===== src/rtl/div_pkg.sv =====
// Shared definitions for the sequential restoring divider: FSM states,
// default operand width and the divide-by-zero quotient pattern.
package div_pkg;

    localparam int DEF_WIDTH = 8;

    typedef enum logic [1:0] {
        IDLE = 2'd0,
        RUN  = 2'd1,
        DONE = 2'd2
    } state_t;

    localparam logic [DEF_WIDTH-1:0] DIV0_QUOTIENT = '1;

    // Step counter must hold WIDTH-1; never let it collapse to zero bits.
    function automatic int cnt_width(input int w);
        return (w > 1) ? $clog2(w) : 1;
    endfunction

    localparam int CNT_W = cnt_width(DEF_WIDTH);

endpackage


===== src/rtl/div_step.sv =====
// One combinational restoring-division step: shift in the next dividend bit,
// trial-subtract the divisor and keep the difference only if it did not go negative.
module div_step
    import div_pkg::*;
#(
    parameter int WIDTH = DEF_WIDTH
) (
    input  logic [WIDTH:0]   rem,
    input  logic             q_msb,
    input  logic [WIDTH-1:0] divisor,
    output logic [WIDTH:0]   rem_next,
    output logic             q_bit
);

    logic [WIDTH:0] s;
    logic [WIDTH:0] d_ext;
    // A stored partial remainder is always below the divisor, so its top bit is zero.
    logic           unused_rem_msb;

    assign unused_rem_msb = rem[WIDTH];
    assign s              = {rem[WIDTH-1:0], q_msb};
    assign d_ext          = {1'b0, divisor};
    assign q_bit          = (s >= d_ext);
    assign rem_next       = q_bit ? (s - d_ext) : s;

endmodule


===== src/rtl/seq_div_8bit.sv =====
// Iterative unsigned divider: one quotient bit per clock, valid/ready on both
// sides, results held in DONE until the consumer takes them.
module seq_div_8bit
    import div_pkg::*;
#(
    parameter int WIDTH = DEF_WIDTH
) (
    input  logic             clk,
    input  logic             rst,
    input  logic             in_valid,
    output logic             in_ready,
    input  logic [WIDTH-1:0] dividend,
    input  logic [WIDTH-1:0] divisor,
    output logic             out_valid,
    input  logic             out_ready,
    output logic [WIDTH-1:0] quotient,
    output logic [WIDTH-1:0] remainder,
    output logic             div_by_zero
);

    localparam int CW = cnt_width(WIDTH);

    state_t           state_reg, state_next;
    logic [WIDTH-1:0] q_reg, q_next;
    logic [WIDTH:0]   rem_reg, rem_next;
    logic [WIDTH-1:0] div_reg, div_next;
    logic [CW-1:0]    cnt_reg, cnt_next;
    logic             dz_reg, dz_next;

    logic [WIDTH:0]   step_rem;
    logic             step_qbit;

    div_step #(.WIDTH(WIDTH)) u_step (
        .rem      (rem_reg),
        .q_msb    (q_reg[WIDTH-1]),
        .divisor  (div_reg),
        .rem_next (step_rem),
        .q_bit    (step_qbit)
    );

    always_ff @(posedge clk or posedge rst) begin
        if (rst) begin
            state_reg <= IDLE;
            q_reg     <= '0;
            rem_reg   <= '0;
            div_reg   <= '0;
            cnt_reg   <= '0;
            dz_reg    <= 1'b0;
        end else begin
            state_reg <= state_next;
            q_reg     <= q_next;
            rem_reg   <= rem_next;
            div_reg   <= div_next;
            cnt_reg   <= cnt_next;
            dz_reg    <= dz_next;
        end
    end

    always_comb begin
        state_next = state_reg;
        q_next     = q_reg;
        rem_next   = rem_reg;
        div_next   = div_reg;
        cnt_next   = cnt_reg;
        dz_next    = dz_reg;
        case (state_reg)
            IDLE: begin
                if (in_valid) begin
                    div_next = divisor;
                    if (divisor == '0) begin
                        // Zero divisor skips iteration and loads the fixed result directly.
                        q_next     = '1;
                        rem_next   = {1'b0, dividend};
                        dz_next    = 1'b1;
                        state_next = DONE;
                    end else begin
                        q_next     = dividend;
                        rem_next   = '0;
                        dz_next    = 1'b0;
                        cnt_next   = CW'(WIDTH - 1);
                        state_next = RUN;
                    end
                end
            end
            RUN: begin
                q_next   = {q_reg[WIDTH-2:0], step_qbit};
                rem_next = step_rem;
                if (cnt_reg == '0) begin
                    state_next = DONE;
                end else begin
                    cnt_next = cnt_reg - CW'(1);
                end
            end
            DONE: begin
                if (out_ready) begin
                    state_next = IDLE;
                end
            end
            default: state_next = IDLE;
        endcase
    end

    assign in_ready    = (state_reg == IDLE);
    assign out_valid   = (state_reg == DONE);
    assign quotient    = q_reg;
    assign remainder   = rem_reg[WIDTH-1:0];
    assign div_by_zero = dz_reg;

endmodule

===== config.mk =====
export PLATFORM = sky130hd
export DESIGN_NAME = seq_div_8bit
export DESIGN_NICKNAME = d
export VERILOG_FILES = /design/src/rtl/div_pkg.sv /design/src/rtl/div_step.sv /design/src/rtl/seq_div_8bit.sv
export SDC_FILE = /design/constraint.sdc
export NUM_CORES = 1
export LEC_CHECK = 0
export ABC_AREA = 1
export BUFFER_PORTS_ARGS = -buffer_cell sky130_fd_sc_hd__buf_2
export CAP_MARGIN = 40
export CELL_PAD_IN_SITES_DETAIL_PLACEMENT = 1
export CELL_PAD_IN_SITES_GLOBAL_PLACEMENT = 2
export CORE_UTILIZATION = 31
export DETAILED_ROUTE_END_ITERATION = 10
export GPL_TIMING_DRIVEN = 0
export PLACE_DENSITY = 0.82
export REMOVE_ABC_BUFFERS = 1
export SYNTH_ARGS = -nofsm -noshare
export SYNTH_HDL_FRONTEND = slang
export SYNTH_SLANG_ARGS = --single-unit

===== constraint.sdc =====
create_clock -name clk -period 2.2 [get_ports clk]
set_input_delay 0.11 -clock clk [delete_from_list [all_inputs] [get_ports clk]]
set_output_delay 0.11 -clock clk [all_outputs]
set_load 0.05 [all_outputs]

==> results.py, run 1 <==
metrics = {
    "clocking": {
        "cts_buffer_depth": 2,
        "cts_buffers": 5,
        "cts_max_level": 2,
        "cts_tree": "yes",
        "clock_latency_ns": 0.28,
        "clock_sinks": 30,
        "post_cts_resize_count": 0,
        "cts_root_buf": "clkbuf_8",
        "cts.clk_slew.worst_paths_ns": 0.07,
    },
    "timing": {
        "clock_skew_ns": 0.00487,
        "slew_headroom": 0.535,
        "finalSetupViolations": 0,
        "maxSlewViolCount": 0,
        "final-hold-violation-count": 0,
        "hold_ws_ns": 0.0479,
        "finalCriticalPeriod_ns": 1.94,
        "fin_crit_sh": 0.880,
        "rsz0062_at_grt": "false",
        "fin_ws_ns": 0.264,
        "worstMarginPinSlew_ns": 0.697,
        "setup-tns-final_ns": 0,
        "max_freq_ghz": 0.517,
    },
    "route": {
        "avgViaCountPerCell": 4.75,
        "ant_nets": 0,
        "drc": 0,
        "wl_per_cell_um": 13.9,
        "firstDrtPassIters": 4,
        "wl_um": 5730,
        "vias": 1963,
        "drt-initial-drc-count": 56,
    },
    "setup_path": {
        "required_ns": 2.41,
        "reg2reg_from": "rem_reg[3]",
        "crit_path_end_kind": "flip-flop",
        "path_cells": "ha_1 -> nand2_2 -> inv_1 -> nand2_1 -> nand2_1 -> nand2_1 -> nand4_2 -> nand2_1 -> nand3_1 -> a21boi_1",
        "arrival_ns": 2.15,
        "critPathMostFrequentCell": "nand2_1",
        "crit_path_max_fanout": 9,
        "startpoint": "rem_reg[3]",
        "max_stage_delay_ns": 0.41,
        "cp_slowest_cell": "dfrtp_1",
        "critPathLaunchType": "flip-flop",
        "setup.worst_path.class": "flip-flop to flip-flop",
    },
    "finish": {
        "drive_gt1_frac": 0.211,
        "nets": 366,
        "area_growth_pct": 17.4,
        "nFillCells": 841,
        "multi_input_area_mm2": 0.00111,
        "antenna_cells": 0,
        "seq_area_um2": 751,
    },
    "yosys": {
        "yosysSeqAreaShare": 0.352,
        "syn_area_mm2": 0.00213,
        "syn_inst": 295,
        "syn_avg_cell_area_um2": 7.23,
        "yosysUniqueCellTypes": 34,
        "yosysWarnings": 0,
        "ys_seq_elements": 30,
    },
    "placement": {
        "port_buffers": 38,
        "gp_congestion": 0.802,
        "dpl.hpwl_um": 4470,
        "pre_cts_ws_ns": 0.0454,
    },
    "grt": {
        "antenna_found_initial": 0,
        "grt_max_degree": 20,
        "gr-total-overflow": 0,
        "grt_pass1_vias": 2077,
        "track_usage": 0.174,
        "grt_pass1_wl_um": 9890,
    },
    "die": {
        "die_height_um": 84.9,
        "fp.dieW_um": 84.9,
        "pin_count": 39,
        "die_area_mm2": 0.00721,
        "core_mm2": 0.00649,
        "rows": 29,
        "start_util": 0.328,
    },
    "status": {
        "outcome": "completed",
    },
    "min_path": {
        "min-delay-start": "divisor[7]",
        "hold_class": "input pin to flip-flop",
    },
    "job": {
        "drv_cap": 0,
    },
}
[cell usage after synthesis]
master / instances / share of area
dfrtp_1: 30 / 0.35
ha_1: 10 / 0.059
a21oi_1: 3 / 0.0070
nand3_1: 16 / 0.038
nor2_2: 2 / 0.0059
or2_0: 2 / 0.0059
clkbuf_1: 2 / 0.0035
nand2_2: 3 / 0.0088
and2_4: 1 / 0.0041
buf_4: 3 / 0.011
buf_6: 1 / 0.0053
nand3_4: 1 / 0.0082
nor2_4: 2 / 0.011
a21boi_1: 7 / 0.025
o21bai_1: 1 / 0.0035
a21oi_2: 2 / 0.0082
a22oi_1: 1 / 0.0035
nand4_1: 3 / 0.0088
nand2_1: 72 / 0.13
nor3_1: 7 / 0.016
xnor2_1: 2 / 0.0082
xor2_1: 1 / 0.0041
nand3_2: 8 / 0.038
nand4_2: 1 / 0.0059
mux2_2: 1 / 0.0053
fa_1: 1 / 0.0094
o21ai_0: 27 / 0.063
nor2_1: 18 / 0.032
a31oi_1: 1 / 0.0029
inv_1: 56 / 0.099
buf_2: 2 / 0.0047
or2_2: 1 / 0.0029
inv_2: 2 / 0.0035
o21ai_1: 5 / 0.012
[area by class of cell]
cell class              instances  share of cell area
multi-input cells             199               0.444
repair buffers                 41              0.0940
inverters                      58              0.0870
clock inverters                 1             0.00200
flip-flops and latches         30               0.300
well taps                      77              0.0385
clock buffers                   7              0.0345
[worst paths after layout]
kind	to	cells after the start	slack (ns)
max in group asynchronous	div_reg[3]	4	1.19
setup reg to reg	rem_reg[1]	10	0.26
hold / removal	div_reg[7]	3	0.05
min in group asynchronous	div_by_zero	3	0.48
hold reg to reg	cnt_reg[2]	2	0.48
setup / recovery	rem_reg[1]	10	0.26
[kinds of logic (layout without fill, tap and decap cells)]
family,count (synthesis),after routing,synth area share
and+or+nand+nor,137,137,0.311
DFF,30,30,0.352
muxes,1,1,0.00528
AOI/OAI and AO/OA,47,47,0.125
xor gates and xnor gates,3,3,0.0123
buffers and inverters,66,107,0.126
adders and majority gates,11,11,0.0681
[through the flow]
| step | std cells | util | area (um2) |
|---|---|---|---|
| floorplan | 287 | - | 2080 |
| global placement | 402 | 0.364 | 2370 |
| detailed placement | 403 | 0.369 | 2390 |
| CTS | 412 | 0.384 | 2500 |
| global route | 413 | 0.385 | 2500 |
| finish | 413 | 0.385 | 2500 |
[metal layers]
layer,vias up,GRT usage,routed length [um]
li1,1001,-,-
met2,31,0.305,2750
met4,0,0.0508,63
met3,5,0.0340,204
met5,-,0,0
met1,926,0.218,2720
[timing repair]
item,in CTS,in global routing
setup buffers,0,1
endpoints found under the setup margin,0,10
hold buffers,1,0
endpoints found under the hold margin,14,0
[critical path, delay by kind of cell, from the launching register on]
kind,cells,cell delay (ns)
compound gates,1,0.14
simple gates,7,0.85
flops,1,0.41
buf+inv,1,0.04
fa+ha+maj,1,0.40
[layout by cell type, fill, tap and decap left out, types with 3 or more instances in the layout]
cell type / synthesis / routed
o21ai_1: 5 / 5
ha_1: 10 / 10
nand2_1: 72 / 72
nand4_1: 3 / 3
dfrtp_1: 30 / 30
nor3_1: 7 / 7
buf_2: 2 / 38
inv_1: 56 / 56
nor2_1: 18 / 18
nand3_2: 8 / 8
nand2_2: 3 / 3
a21boi_1: 7 / 7
a21oi_1: 3 / 3
clkbuf_8: 0 / 6
o21ai_0: 27 / 27
nand3_1: 16 / 16
Power of run 1 is left out: the tool's default activity adds up to more than one toggle a clock period on the data nets, which glitch-free logic cannot reach.
==> inputs of run 2 (changes only) <==
RECOVER_POWER = 50   (was default)
==> results.py, run 2 (synthesis results as in run 1) <==
metrics = {
    "clocking": {
        "cts.clk_slew.worst_paths_ns": 0.07,
        "clock_sinks": 30,
        "cts_buffer_depth": 2,
        "cts_max_level": 2,
        "post_cts_resize_count": 0,
        "cts_tree": "yes",
        "clock_latency_ns": 0.28,
        "cts_buffers": 5,
        "cts_root_buf": "clkbuf_8",
    },
    "setup_path": {
        "arrival_ns": 2.14,
        "cp_slowest_cell": "dfrtp_1",
        "crit_path_max_fanout": 9,
        "required_ns": 2.41,
        "setup.worst_path.class": "flip-flop to flip-flop",
        "crit_path_end_kind": "flip-flop",
        "path_cells": "ha_1 -> nand2_2 -> inv_1 -> nand2_1 -> nand2_1 -> nand2_1 -> nand4_2 -> nand2_1 -> nand3_1 -> a21boi_1",
        "critPathLaunchType": "flip-flop",
        "critPathMostFrequentCell": "nand2_1",
        "max_stage_delay_ns": 0.41,
    },
    "finish": {
        "area_growth_pct": 15.4,
        "antenna_cells": 0,
        "layout_commonest_cell": "nand2_1",
        "final_core_util": 0.379,
        "mostFrequentLayoutCells": "nand2_1 (72), inv_1 (56), dfrtp_1 (30)",
        "drive_gt1_frac": 0.161,
        "nets": 366,
    },
    "grt": {
        "antenna_found_initial": 0,
        "track_usage": 0.174,
        "grt_pass1_wl_um": 9890,
        "grt_pass1_vias": 2077,
        "grt_max_degree": 20,
        "gr-total-overflow": 0,
    },
    "timing": {
        "fin_crit_sh": 0.877,
        "finalSetupViolations": 0,
        "final-hold-violation-count": 0,
        "rsz0062_at_grt": "false",
        "setup-tns-final_ns": 0,
        "slew_headroom": 0.362,
        "clock_skew_ns": 0.00576,
        "worstMarginPinSlew_ns": 0.957,
        "max_freq_ghz": 0.518,
        "maxSlewViolCount": 0,
        "finalCriticalPeriod_ns": 1.93,
    },
    "die": {
        "start_util": 0.328,
        "die_area_mm2": 0.00721,
        "rows": 29,
        "fp.dieW_um": 84.9,
        "die_height_um": 84.9,
        "core_mm2": 0.00649,
        "pin_count": 39,
    },
    "route": {
        "avgViaCountPerCell": 4.77,
        "vias": 1970,
        "ant_nets": 0,
        "drc": 0,
        "wl_um": 5720,
        "drt-initial-drc-count": 62,
        "wl_per_cell_um": 13.9,
        "firstDrtPassIters": 4,
    },
    "job": {
        "drv_cap": 0,
    },
    "min_path": {
        "hold_class": "input pin to flip-flop",
    },
    "placement": {
        "gp_congestion": 0.802,
        "dpl.hpwl_um": 4470,
        "port_buffers": 38,
    },
    "status": {
        "outcome": "completed",
    },
}
-- run 2: routing by layer --
layer  up-vias  GRT usage  part of all wire
met3         5     0.0340             0.034
met5         -          0                 0
met2        32      0.305              0.48
met4         0     0.0508             0.011
met1       932      0.218              0.47
li1       1001          -                 -
-- run 2: what timing repair did --
item,in CTS,in global routing
endpoints found under the hold margin,14,0
hold buffers,1,0
buffers inserted,0,1
endpoints found under the setup margin,0,10
-- run 2: final cells by class --
cell class / count / area (um2)
clock buffer: 7 / 86.3
timing repair buffer: 41 / 191
clock inverter: 1 / 5.00
sequential: 30 / 751
inverter: 58 / 218
multi-input combinational: 199 / 1110
tap: 77 / 96.3
fill: 849 / 4040
-- run 2: worst paths after layout --
kind	from	cells after the start	end	slack, ns
worst max-delay path	rem_reg[3]	10	rem_reg[1]	0.27
worst min-delay path	divisor[7]	3	div_reg[7]	0.05
worst max register to register	rem_reg[3]	10	rem_reg[1]	0.27
worst min register to register	cnt_reg[2]	2	cnt_reg[2]	0.48
max in group asynchronous	rst	4	div_reg[3]	0.49
min in group asynchronous	rst	3	cnt_reg[0]	0.44
-- run 2: through the flow --
step	hold WS [ns]	area (um2)	instances	setup WS [ns]
floorplan	0.201	2080	287	0.228
detailed placement	0.252	2390	403	0.0454
global route	0.0485	2460	413	0.0458
CTS	0.0388	2500	412	0.0346
global placement	0.335	2370	402	0.0603
finish	0.0470	2460	413	0.270
-- run 2: worst max-delay path: cells and delay by family (launching register included) --
kind                       cells  cell delay (ns)
AOI/OAI and AO/OA              1             0.14
adders and majority gates      1             0.40
buffers and inverters          1             0.04
DFF                            1             0.41
and+or+nand+nor                7             0.85
Power of run 2 is left out for the same reason.
==> inputs of run 3 (changes only) <==
REMOVE_ABC_BUFFERS = default   (was 1)
TNS_END_PERCENT = 100   (was default)
==> results.py, run 3 (synthesis results as in run 1) <==
metrics = {
    "timing": {
        "slew_headroom": 0.329,
        "final-hold-violation-count": 0,
        "clock_skew_ns": 0.00292,
        "worstMarginPinSlew_ns": 1.01,
        "finalCriticalPeriod_ns": 1.95,
        "setup-tns-final_ns": 0,
        "maxSlewViolCount": 0,
        "max_freq_ghz": 0.512,
        "finalSetupViolations": 0,
        "rsz0062_at_grt": "false",
        "fin_crit_sh": 0.888,
    },
    "route": {
        "wl_um": 5660,
        "drt-initial-drc-count": 56,
        "vias": 1972,
        "ant_nets": 0,
        "avgViaCountPerCell": 4.70,
        "firstDrtPassIters": 6,
        "drc": 0,
        "wl_per_cell_um": 13.5,
    },
    "setup_path": {
        "crit_path_max_fanout": 9,
        "crit_family": "simple AND/OR/NAND/NOR gates",
        "critPathLaunchType": "flip-flop",
        "crit_path_end_kind": "flip-flop",
        "setup.worst_path.class": "flip-flop to flip-flop",
        "reg2reg_from": "rem_reg[3]",
        "critPathMostFrequentCell": "nand2_1",
        "required_ns": 2.40,
        "arrival_ns": 2.15,
        "max_stage_delay_ns": 0.42,
        "cp_slowest_cell": "dfrtp_1",
        "path_cells": "ha_1 -> nand2_2 -> inv_1 -> nand2_1 -> nand2_1 -> nand2_1 -> nand4_2 -> nand2_1 -> nand3_1 -> a21boi_1",
        "startpoint": "rem_reg[3]",
        "critPathBufInv": 1,
    },
    "clocking": {
        "clock_latency_ns": 0.27,
        "hold_buffers": 1,
        "clock_sinks": 30,
        "post_cts_resize_count": 0,
        "cts_buffer_depth": 2,
        "post_cts_buffers": 0,
        "cts_tree": "yes",
        "cts_max_level": 2,
        "cts_root_buf": "clkbuf_8",
        "cts_buffers": 5,
        "cts.clk_slew.worst_paths_ns": 0.07,
    },
    "die": {
        "die_area_mm2": 0.00721,
        "start_util": 0.328,
        "fp.dieW_um": 84.9,
        "rows": 29,
        "core_mm2": 0.00649,
        "die_height_um": 84.9,
        "pin_count": 39,
    },
    "min_path": {
        "hold_class": "input pin to flip-flop",
        "min-delay-start": "divisor[1]",
    },
    "finish": {
        "nFillCells": 831,
        "multi_input_area_mm2": 0.00111,
        "mostFrequentLayoutCells": "nand2_1 (72), inv_1 (56), buf_2 (31)",
        "area_growth_pct": 20.2,
        "drive_gt1_frac": 0.195,
        "nets": 373,
        "antenna_cells": 0,
        "seq_area_um2": 751,
        "layout_commonest_cell": "nand2_1",
    },
    "job": {
        "drv_cap": 0,
    },
    "grt": {
        "gr-total-overflow": 0,
        "grt_pass1_vias": 2033,
        "track_usage": 0.172,
        "antenna_found_initial": 0,
        "grt_max_degree": 19,
        "grt_pass1_wl_um": 9820,
    },
    "status": {
        "outcome": "completed",
    },
    "placement": {
        "port_buffers": 38,
        "gp_congestion": 0.760,
        "dpl.hpwl_um": 4620,
    },
    "yosys": {
        "synth_fp_nets": 326,
    },
}
==> run 3: layer usage <==
layer,vias to the layer above,GRT usage,wire length (um)
met5,-,0,0
met4,0,0.0370,41
met3,5,0.0292,146
met2,26,0.299,2810
met1,925,0.224,2660
li1,1016,-,-
==> run 3: stage by stage <==
stage | setup WS (ns) | area [um2] | hold slack [ns] | std cells | util
after floorplan | 0.292 | 2130 | 0.201 | 295 | -
after global placement | 0.249 | 2420 | 0.334 | 410 | 0.372
after detailed placement | 0.234 | 2450 | 0.220 | 411 | 0.377
after CTS | 0.221 | 2600 | 0.0569 | 420 | 0.400
after global routing | 0.0373 | 2560 | 0.0542 | 420 | 0.395
final | 0.246 | 2560 | 0.0621 | 420 | 0.395
==> run 3: cell type report <==
| type | count | area share |
|---|---|---|
| well taps | 77 | 0.0376 |
| clock buffers | 6 | 0.0322 |
| multi-input cells | 199 | 0.434 |
| clock inverters | 2 | 0.0234 |
| repair buffers | 40 | 0.0752 |
| plain buffers | 8 | 0.0200 |
| inverters | 58 | 0.0849 |
| flip-flops and latches | 30 | 0.293 |
==> run 3: path summary, 6_finish.rpt <==
| kind | cells past startpoint | slack [ns] | endpoint |
|---|---|---|---|
| setup / recovery | 10 | 0.25 | rem_reg[6] |
| hold / removal | 3 | 0.06 | div_reg[1] |
| setup reg to reg | 10 | 0.25 | rem_reg[6] |
| hold reg to reg | 2 | 0.49 | cnt_reg[2] |
| max in group asynchronous | 4 | 0.50 | rem_reg[7] |
| min in group asynchronous | 3 | 0.41 | div_by_zero |
==> run 3: worst reg2reg max path, delay by kind of cell, from the launching register on <==
family,cells,cell delay (ns)
AO/OA/AOI/OAI,1,0.15
adder cells (fa/ha/maj),1,0.40
AND/OR/NAND/NOR,7,0.89
buffers and inverters,1,0.04
flip-flops,1,0.42
Power of run 3 is left out for the same reason.
